===== config.mk =====
export PLATFORM = sky130hd
export DESIGN_NAME = lsu_scratchpad_ctrl_flat
export DESIGN_NICKNAME = d
export VERILOG_FILES = /design/src/rtl/GPU_Shader_pkg.sv /design/src/rtl/lsu_scratchpad_ctrl_if.sv /design/src/rtl/lsu_scratchpad_ctrl.sv /design/src/flat_wrapper.sv
export SDC_FILE = /design/constraint.sdc
export NUM_CORES = 1
export LEC_CHECK = 0
export CAP_MARGIN = 10
export CELL_PAD_IN_SITES_DETAIL_PLACEMENT = 0
export CELL_PAD_IN_SITES_GLOBAL_PLACEMENT = 1
export CORE_AREA = 2 2 240 242
export DETAILED_ROUTE_END_ITERATION = 12
export DIE_AREA = 0 0 242 244
export PLACE_DENSITY = 0.74
export SYNTH_ARGS = -nofsm -noshare
export SYNTH_HDL_FRONTEND = slang
export SYNTH_SLANG_ARGS = --single-unit

===== constraint.sdc =====
create_clock -name clk -period 3 [get_ports clk]
set_clock_uncertainty 0.2 [all_clocks]
set_input_delay 0.6 -clock clk [delete_from_list [all_inputs] [get_ports clk]]
set_output_delay 0.6 -clock clk [all_outputs]
set_load 0.05 [all_outputs]

===== src/rtl/GPU_Shader_pkg.sv =====
// Shared shader-core types and sizes.
// Lane count, scratchpad depth and word type.
package GPU_Shader_pkg;
  localparam int lanes = 4;
  localparam int MEM_DEPTH = 64;
  localparam int WORD_W = 32;
  typedef logic [WORD_W-1:0] word_t;
endpackage


===== src/rtl/lsu_scratchpad_ctrl_if.sv =====
// LSU request/response handshake bundle.
// master: requester side; slave: LSU side.
interface lsu_scratchpad_ctrl_if #(
  parameter int LANES = 4,
  parameter int AW = 6,
  parameter int DW = 32,
  parameter int TAG_W = 4
);
  logic req_valid;
  logic req_ready;
  logic req_is_store;
  logic [LANES-1:0] req_mask;
  logic [AW-1:0] req_base;
  logic [LANES-1:0][AW-1:0] req_offset;
  logic [LANES-1:0][DW-1:0] req_wdata;
  logic [TAG_W-1:0] req_tag;
  logic rsp_valid;
  logic rsp_ready;
  logic [LANES-1:0][DW-1:0] rsp_data;
  logic [LANES-1:0] rsp_mask;
  logic [LANES-1:0] rsp_fault;
  logic [TAG_W-1:0] rsp_tag;

  modport master (
    output req_valid, req_is_store, req_mask,
    output req_base, req_offset, req_wdata, req_tag,
    input  req_ready,
    input  rsp_valid, rsp_data, rsp_mask,
    input  rsp_fault, rsp_tag,
    output rsp_ready
  );

  modport slave (
    input  req_valid, req_is_store, req_mask,
    input  req_base, req_offset, req_wdata, req_tag,
    output req_ready,
    output rsp_valid, rsp_data, rsp_mask,
    output rsp_fault, rsp_tag,
    input  rsp_ready
  );
endinterface


===== src/rtl/lsu_scratchpad_ctrl.sv =====
// Per-warp LD/ST front end for the lane scratchpad.
// Ports: clk, rst_n, bus (req/rsp), sp_* scratchpad side.
module lsu_scratchpad_ctrl
  import GPU_Shader_pkg::*;
#(
  parameter int ADDR_WIDTH = $clog2(MEM_DEPTH),
  parameter int ISSUE_W = lanes,
  parameter int TAG_W = 4
) (
  input  logic clk,
  input  logic rst_n,
  lsu_scratchpad_ctrl_if.slave bus,
  output logic [lanes-1:0] sp_write_en,
  output logic [lanes-1:0][ADDR_WIDTH-1:0] sp_write_addr,
  output logic [lanes-1:0][WORD_W-1:0] sp_write_data,
  output logic [lanes-1:0][ADDR_WIDTH-1:0] sp_read_addr,
  input  logic [lanes-1:0][WORD_W-1:0] sp_read_data
);

  localparam int NBEATS = lanes / ISSUE_W;
  localparam int BW = (NBEATS > 1) ? $clog2(NBEATS) : 1;
  localparam logic [BW-1:0] LAST = BW'(NBEATS - 1);
  localparam logic [ADDR_WIDTH:0] DEPTH =
    (ADDR_WIDTH + 1)'(MEM_DEPTH);

  if (lanes % ISSUE_W != 0) begin : g_bad_issue
    $error("lanes must be a multiple of ISSUE_W");
  end

  typedef enum logic [1:0] {IDLE, BUSY, RESP} state_t;

  state_t state, state_n;
  logic [BW-1:0] beat;
  logic accept;
  logic st;
  logic [lanes-1:0] mask;
  logic [ADDR_WIDTH-1:0] base;
  logic [lanes-1:0][ADDR_WIDTH-1:0] off;
  logic [lanes-1:0][WORD_W-1:0] wdata;
  logic [TAG_W-1:0] tag;
  logic [lanes-1:0][WORD_W-1:0] rdata;
  logic [lanes-1:0] rflt;

  logic [lanes-1:0][ADDR_WIDTH:0] addr;
  logic [lanes-1:0] act;
  logic [lanes-1:0] flt;

  assign bus.req_ready = (state == IDLE);
  assign accept = bus.req_valid & bus.req_ready;
  assign bus.rsp_valid = (state == RESP);
  assign bus.rsp_data = rdata;
  assign bus.rsp_mask = mask;
  assign bus.rsp_fault = rflt;
  assign bus.rsp_tag = tag;

  always_ff @(posedge clk or negedge rst_n) begin
    if (!rst_n) state <= IDLE;
    else state <= state_n;
  end

  always_comb begin
    state_n = state;
    unique case (state)
      IDLE: if (accept) state_n = BUSY;
      BUSY: if (beat == LAST) state_n = RESP;
      RESP: if (bus.rsp_ready) state_n = IDLE;
      default: state_n = IDLE;
    endcase
  end

  // Extra address bit keeps base+offset overflow visible
  // to the range check instead of wrapping into range.
  always_comb begin
    addr = '0;
    act = '0;
    flt = '0;
    sp_write_en = '0;
    sp_write_addr = '0;
    sp_write_data = '0;
    sp_read_addr = '0;
    for (int i = 0; i < lanes; i++) begin
      addr[i] = {1'b0, base} + {1'b0, off[i]};
      act[i] = (state == BUSY) &&
               (int'(beat) == i / ISSUE_W);
      flt[i] = act[i] & mask[i] & (addr[i] >= DEPTH);
      if (act[i] && st) begin
        sp_write_en[i] = mask[i] & ~flt[i];
        sp_write_addr[i] = addr[i][ADDR_WIDTH-1:0];
        sp_write_data[i] = wdata[i];
      end
      if (act[i] && !st)
        sp_read_addr[i] = addr[i][ADDR_WIDTH-1:0];
    end
  end

  always_ff @(posedge clk or negedge rst_n) begin
    if (!rst_n) begin
      beat <= '0;
      st <= 1'b0;
      mask <= '0;
      base <= '0;
      off <= '0;
      wdata <= '0;
      tag <= '0;
      rdata <= '0;
      rflt <= '0;
    end else if (accept) begin
      beat <= '0;
      st <= bus.req_is_store;
      mask <= bus.req_mask;
      base <= bus.req_base;
      off <= bus.req_offset;
      wdata <= bus.req_wdata;
      tag <= bus.req_tag;
      rdata <= '0;
      rflt <= '0;
    end else if (state == BUSY) begin
      beat <= (beat == LAST) ? '0 : beat + BW'(1);
      for (int i = 0; i < lanes; i++) begin
        if (flt[i]) rflt[i] <= 1'b1;
        if (act[i] && !st && mask[i] && !flt[i])
          rdata[i] <= sp_read_data[i];
      end
    end
  end

endmodule

===== src/flat_wrapper.sv =====
// flat-port wrapper written by rule: the top's interface ports become plain ports
module lsu_scratchpad_ctrl_flat import GPU_Shader_pkg::*;
#(
  parameter int ADDR_WIDTH = $clog2(MEM_DEPTH),
  parameter int ISSUE_W = lanes,
  parameter int TAG_W = 4
)
  (clk, rst_n, sp_write_en, sp_write_addr, sp_write_data, sp_read_addr, sp_read_data, bus_req_valid, bus_req_is_store, bus_req_mask, bus_req_base, bus_req_offset, bus_req_wdata, bus_req_tag, bus_req_ready, bus_rsp_valid, bus_rsp_data, bus_rsp_mask, bus_rsp_fault, bus_rsp_tag, bus_rsp_ready);
  lsu_scratchpad_ctrl_if #(.TAG_W(TAG_W)) bus_i ();
  input  logic clk;
  input  logic rst_n;
  output logic [lanes-1:0] sp_write_en;
  output logic [lanes-1:0][ADDR_WIDTH-1:0] sp_write_addr;
  output logic [lanes-1:0][WORD_W-1:0] sp_write_data;
  output logic [lanes-1:0][ADDR_WIDTH-1:0] sp_read_addr;
  input  logic [lanes-1:0][WORD_W-1:0] sp_read_data;
  input wire logic [$bits(bus_i.req_valid)-1:0] bus_req_valid;
  input wire logic [$bits(bus_i.req_is_store)-1:0] bus_req_is_store;
  input wire logic [$bits(bus_i.req_mask)-1:0] bus_req_mask;
  input wire logic [$bits(bus_i.req_base)-1:0] bus_req_base;
  input wire logic [$bits(bus_i.req_offset)-1:0] bus_req_offset;
  input wire logic [$bits(bus_i.req_wdata)-1:0] bus_req_wdata;
  input wire logic [$bits(bus_i.req_tag)-1:0] bus_req_tag;
  output wire logic [$bits(bus_i.req_ready)-1:0] bus_req_ready;
  output wire logic [$bits(bus_i.rsp_valid)-1:0] bus_rsp_valid;
  output wire logic [$bits(bus_i.rsp_data)-1:0] bus_rsp_data;
  output wire logic [$bits(bus_i.rsp_mask)-1:0] bus_rsp_mask;
  output wire logic [$bits(bus_i.rsp_fault)-1:0] bus_rsp_fault;
  output wire logic [$bits(bus_i.rsp_tag)-1:0] bus_rsp_tag;
  input wire logic [$bits(bus_i.rsp_ready)-1:0] bus_rsp_ready;
  assign bus_i.req_valid = bus_req_valid;
  assign bus_i.req_is_store = bus_req_is_store;
  assign bus_i.req_mask = bus_req_mask;
  assign bus_i.req_base = bus_req_base;
  assign bus_i.req_offset = bus_req_offset;
  assign bus_i.req_wdata = bus_req_wdata;
  assign bus_i.req_tag = bus_req_tag;
  assign bus_req_ready = bus_i.req_ready;
  assign bus_rsp_valid = bus_i.rsp_valid;
  assign bus_rsp_data = bus_i.rsp_data;
  assign bus_rsp_mask = bus_i.rsp_mask;
  assign bus_rsp_fault = bus_i.rsp_fault;
  assign bus_rsp_tag = bus_i.rsp_tag;
  assign bus_i.rsp_ready = bus_rsp_ready;
  lsu_scratchpad_ctrl #(.ADDR_WIDTH(ADDR_WIDTH), .ISSUE_W(ISSUE_W), .TAG_W(TAG_W)) u_core (.clk(clk), .rst_n(rst_n), .bus(bus_i), .sp_write_en(sp_write_en), .sp_write_addr(sp_write_addr), .sp_write_data(sp_write_data), .sp_read_addr(sp_read_addr), .sp_read_data(sp_read_data));
endmodule

==> summary.md, run 1 <==
| Metric | Value |
|---|---|
| PnR worst setup slack | -0.320 ns |
| Int Power | approximately 15,000 uW |
| Final min period | 3.32 ns |
| F_max | approximately 300 MHz |
| Clock power frac | 0.173 |
| Die footprint | between 50,000 and 60,000 sq um |
| CTS sink count | between 300 and 400 |
| Count leader, synth | nand2_1 |
| Synthesized flop and latch total | 301 |
| Yosys cell types | 33 |
| Sw Share | 0.457 |
| DR iter-0 viols | just under 600 |
| Port bufs | 620 |
| Mapped Cells | about 1.6k |
| Final total power | approximately 28,000 uW |
| Count of flip-flops with a built-in enable after synthesis | 0 |
| Synth warn | 0 |
| Worst hold path depth | 2 |
| Flop pwr share | 0.250 |
| Clk buf depth | 3 |
| Period utilisation layout | 1.11 |
| Rows | between 80 and 90 |
| FFs w/ async S/R, synth | 1.00 |
| I/O pins | around 620 |
| Post-synth top area share | 0.519 |
| DR vias | around 14k |
| Layout cells sized above 1 | 0.195 |
| Most common flop cell mapped by yosys | dfrtp_1 |
| Tot GR Track Use | 0.197 |
| Critical path startpoint | u_core.base[0] |
| Top cells by area, synth | dfrtp_1 52%, nand2_1 17%, mux2i_1 8.8% |
| Remaining global-route overflow | 0 |
| Combinational Power Share | 0.577 |
| Seq/Total Area, Yosys | 0.519 |
| H-tree levels | 2 |
| Fin util | 0.461 |
| RSZ-0062 raised after global routing | yes |
| Syn nets | between 1.5k and 2k |
| Critical Path AT | ~2.5 ns |
| Reg2Reg Depth | 9 |
| GPL Wtd Cong | between 0.8 and 0.9 |
| Die width | 242 microns |
| Worst hold slack | roughly 0.27 ns |
| Die H | between 200 and 250 microns |
| CTS clk-pin slew, worst paths | about 0.060 ns |
| Drt first pass iters | 5 |
| Pins Over Slew Limit | 0 |
| Initial Util | 0.258 |
| CP Max Fanout | 4 |
| Worst Tran Pin Value | about 0.73 ns |
| CORE AREA | about 56,000 sq um |
| Detail Route Antenna Nets | 0 |
| Area Overhead vs Synth | 78.6% |
| Avg Cell Area, Syn | a little under 9 sq um |
| Hold Startpoint | u_core.wdata[119] |
| VDD IR-drop max | between 0.6 and 0.7 mV |
| FF-to-FF Start | u_core.base[0] |
| First-pass GRT wire length | 89.1 mm |
| Critical Path RT | 2.20 ns |
| Reg2reg setup slack | ~0.27 ns |
| Antenna violations before repair | 5 |
| Number of buffers created by CTS | 39 |
| Final setup fails | 35 |
| Vias in the first global route | roughly 14k |
| Synthesized area | 14,500 sq um |
| Status | complete, but fails checks |
| Slew headroom | 0.513 |
| Residual DRC count | 0 |
| Final WL | between 50 and 60 mm |
| Clock latency at the later pin of the worst-skew pair | 0.56 ns |
| Via-per-instance ratio | approximately 4.4 |
| Top post-synthesis cells by count | 647 x nand2_1, 301 x dfrtp_1, 140 x and3_1, 129 x inv_1, 128 x mux2i_1 |
| Net count reported at finish | about 2.6k |
| Largest net degree at the start of global routing | around 120 |
| Psw | between 10,000 and 15,000 uW |
| Final HPWL DP | approximately 42 mm |
| Clk root buf | clkbuf_16 |
| Setup crit end kind | output pin |
| Critical path type | reg -> out |
| Leakage | approximately 0.012 uW |
| CTS tree | done |
| Largest area contributor in the netlist | dfrtp_1 |
| CP Launch Type | flop |
| Max-cap viol count | 0 |
| Fin. Hold Viols | 0 |
| P per Cell Area | roughly 1100 nW/um^2 |
| Violated checks | negative setup slack |
| WL per Instance | around 20 microns |
| Min-Delay Path Class | reg -> reg |
==> layout make-up <==
type                            count  area [sq um]
Tap cell                          756           946
Inverter                          130           493
Sequential cell                   301          7540
Antenna cell                        3          7.51
Clock buffer                       62          1220
Clock inverter                      9           108
Fill cell                        5300         30300
Multi-Input combinational cell   1087          6690
Timing Repair Buffer              696          8900
==> worst max-delay path, cell delays in order (launching register included) <==
cell and delay [ns]:
dfrtp_2 0.45, buf_6 0.14, ha_4 0.16, fa_2 0.37
a21o_1 0.21, a21oi_2 0.13, xor2_1 0.16, buf_4 0.17
nor2_4 0.05, buf_12 0.14
==> logic make-up after synthesis <==
family,share of synthesized area
flops,0.519
mux,0.0883
simple gates,0.254
fa+ha+maj,0.0262
compound gates,0.0286
buf+inv,0.0760
xor+xnor,0.00724
==> repair_timing <==
| action | 4_1_cts | 5_1_grt |
|---|---|---|
| resized for setup | 137 | 39 |
| gates cloned | 1 | 1 |
| setup endpoints to repair | 46 | 62 |
| endpoints found under the hold margin | 55 | 0 |
| hold buffers | 1 | 0 |
| pin swaps | 41 | 32 |
| setup buffers | 22 | 10 |
==> sequential cells by signal, summed over array words and instances, names as in the netlist <==
register	flops
u_core.bus.rsp_data	128
u_core.wdata	128
u_core.off	24
u_core.base	6
u_core.bus.rsp_fault	4
u_core.bus.rsp_mask	4
u_core.bus.rsp_tag	4
u_core.state	2
u_core.st	1
==> cell usage in the layout, fill, tap and decap left out, types with 7 or more instances in the layout <==
cell type and instances:
a21oi_2 8, dfrtp_1 294, buf_4 39, clkbuf_1 9, nor2_1 11, clkdlybuf4s50_1 438
nor2_2 14, nor2_4 13, and3_1 133, and3_4 8, ha_4 19, clkbuf_16 42
clkbuf_8 12, mux2i_1 128, o31ai_2 7, a21o_1 8, nand2_1 645, buf_12 195
nand4b_1 8, inv_1 129, buf_6 18
==> per-layer routing <==
layer / vias up / global-route usage / share of wire
met5: - / 0 / 0.00065
met4: 6 / 0.0717 / 0.032
met3: 102 / 0.0731 / 0.086
met2: 477 / 0.329 / 0.49
met1: 6560 / 0.231 / 0.40
li1: 6391 / - / -
==> stage by stage <==
step	cells	area (sq um)	setup slack, ns	TNS [ns]
after floorplan	1621	14500	-0.168	-1.29
after global placement	2936	23400	-0.0270	-0.0351
after detailed placement	2936	23400	-0.00893	-0.0176
after CTS	3031	25600	-0.337	-6.39
after global routing	3043	25900	-0.405	-8.33
final	3044	25900	-0.320	-5.08
==> power by group through the flow <==
stage | Sequential (uW) | Combinational, uW | Clock (uW)
after floorplan | 9060 | 5860 | 0
after global placement | 6890 | 13900 | 0
after detailed placement | 6970 | 14000 | 0
after CTS | 6980 | 15600 | 4990
after global routing | 7210 | 17100 | 5160
final | 7000 | 16100 | 4840
==> final timing paths <==
check,to
max,sp_write_addr[10]
min,u_core.wdata[119]
min reg2reg,u_core.wdata[119]
max in group asynchronous,u_core.bus.rsp_data[41]
max reg2reg,u_core.bus.rsp_data[66]
min in group asynchronous,u_core.bus.rsp_data[23]
No activity file was read; power rests on OpenSTA's default activity.
==> inputs of run 2 (changes only) <==
CAP_MARGIN = unset   (was 10)
PLACE_DENSITY = 0.73   (was 0.74)
==> run 2 against run 1 <==
  * The flow still finishes with violations (negative setup slack)
  * Sequential share of layout area up 0.19 points
  * Cell count hardly changed
  * Cell area decreased by 0.66%
  * Clock-buffer cell count down 3
  * Utilization is 0.30 points lower
  * Wire length decreased by 1.7%
  * Critical path type unchanged
  * Largest power group unchanged
  * Highest routed layer unchanged
==> summary.md, run 2 (synthesis gave the netlist of run 1 again) <==
| Metric | Value |
|---|---|
| CP Max Fanout | 5 |
| Die H | 244 microns |
| Tot GR Track Use | 0.194 |
| Min-Delay Path Class | reg -> reg |
| Area Overhead vs Synth | 77.4% |
| Final setup fails | 37 |
| Pins Over Slew Limit | 0 |
| DR vias | approximately 14k |
| Setup crit end kind | output pin |
| Net count reported at finish | roughly 2.6k |
| Fin. Hold Viols | 0 |
| Number of buffers created by CTS | 37 |
| Status | complete, but fails checks |
| Violated checks | negative setup slack |
| CORE AREA | 56,200 sq um |
| Initial Util | 0.258 |
| H-tree levels | 2 |
| Most frequent cells in the layout | 645 x nand2_1, 436 x clkdlybuf4s50_1, 294 x dfrtp_1 |
| Detail Route Antenna Nets | 0 |
| Critical Path RT | roughly 2.2 ns |
| RSZ-0062 raised after global routing | yes |
| CTS sink count | 301 |
| Die width | around 240 microns |
| Clock latency at the later pin of the worst-skew pair | roughly 0.55 ns |
| WL per Instance | 19.4 microns |
| CTS clk-pin slew, worst paths | ~0.060 ns |
| Rows | slightly below 90 |
| Vias in the first global route | 14.0k |
| Critical path type | reg -> out |
| Die footprint | 59,000 sq um |
| Layout cells sized above 1 | 0.192 |
| Final HPWL DP | approximately 43 mm |
| Drt first pass iters | 5 |
| F_max | a little over 300 MHz |
| P per Cell Area | around 1100 nW/um^2 |
| Via-per-instance ratio | 4.48 |
| Commonest non-fill, non-tap cell in the layout | nand2_1 |
| Final WL | ~59 mm |
| Largest net degree at the start of global routing | between 100 and 150 |
| I/O pins | between 600 and 700 |
| Final min period | between 3 and 4 ns |
| Antenna violations before repair | 8 |
| Port bufs | between 600 and 700 |
| Period utilisation layout | 1.10 |
| PnR worst setup slack | -0.295 ns |
| Slew headroom | 0.502 |
| First-pass GRT wire length | 88.3 mm |
| Max-cap viol count | 0 |
| CP Launch Type | flop |
| Leakage | 0.0122 uW |
| Residual DRC count | 0 |
| VDD IR-drop max | about 0.6 mV |
| DR iter-0 viols | 549 |
| Finished Cell Area | ~26,000 sq um |
| Post-placement cell area | between 20,000 and 25,000 sq um |
| CTS tree | done |
| Worst Tran Pin Value | roughly 0.74 ns |
| Clk root buf | clkbuf_16 |
| Clk buf depth | 3 |
| Final total power | 27,600 uW |
| Critical Path AT | 2.49 ns |
| Fin util | 0.458 |
| Remaining global-route overflow | 0 |
| GPL Wtd Cong | about 0.88 |
-- run 2: per-stage QoR --
stage	hold WS [ns]	TNS [ns]	worst slack (ns)	std cells
detailed placement	0.255	-0.0521	-0.0261	2934
finish	0.261	-5.76	-0.295	3046
floorplan	0.104	-1.29	-0.168	1621
CTS	0.269	-11.78	-0.309	3026
global placement	0.249	0	0.00774	2934
global route	0.283	-9.25	-0.397	3044
-- run 2: worst paths after layout --
path	startpoint	end	slack, ns	cells after the start
worst max register to register	u_core.base[0]	u_core.bus.rsp_data[21]	0.24	9
min in group asynchronous	rst_n	u_core.bus.rsp_data[21]	0.44	2
worst min register to register	u_core.wdata[122]	u_core.wdata[122]	0.26	2
worst min-delay path	u_core.wdata[122]	u_core.wdata[122]	0.26	2
max in group asynchronous	rst_n	u_core.bus.rsp_data[127]	1.34	3
worst max-delay path	u_core.base[0]	sp_read_addr[10]	-0.29	8
-- run 2: repair_timing --
item                                    4_1_cts  5_1_grt
endpoints found under the setup margin      145      172
resized for setup                           126       68
setup buffers                                29       21
pin swaps                                    48       56
hold buffers                                  1        0
endpoints found under the hold margin        57        0
-- run 2: per-layer routing --
layer,up-vias,GRT usage,part of all wire
met4,10,0.0657,0.033
met3,110,0.0781,0.093
li1,6398,-,-
met1,6635,0.220,0.38
met2,481,0.330,0.49
met5,-,0,0.0012
-- run 2: area by class of cell --
class / count / area, sq um
diodes: 4 / 10.0
clock buffers: 59 / 1100
clock inverters: 4 / 51.3
fillers: 5261 / 30400
inverters: 130 / 493
multi-input cells: 1087 / 6730
flip-flops and latches: 301 / 7540
well taps: 756 / 946
repair buffers: 705 / 8870
-- run 2: worst max-delay path, cell delays in order (launching register included) --
cell,delay (ns)
dfrtp_2,0.51
ha_4,0.21
fa_2,0.38
a21o_1,0.20
a21oi_2,0.14
xor2_1,0.15
buf_4,0.17
nor2_4,0.04
buf_12,0.15
-- run 2: report_power, final --
part           switching (uW)  leakage (uW)  internal, uW
Clock                    1760      0.000557          2590
Combinational            9770       0.00772          6480
Sequential               1170       0.00389          5810
Total                   12700        0.0122         14900
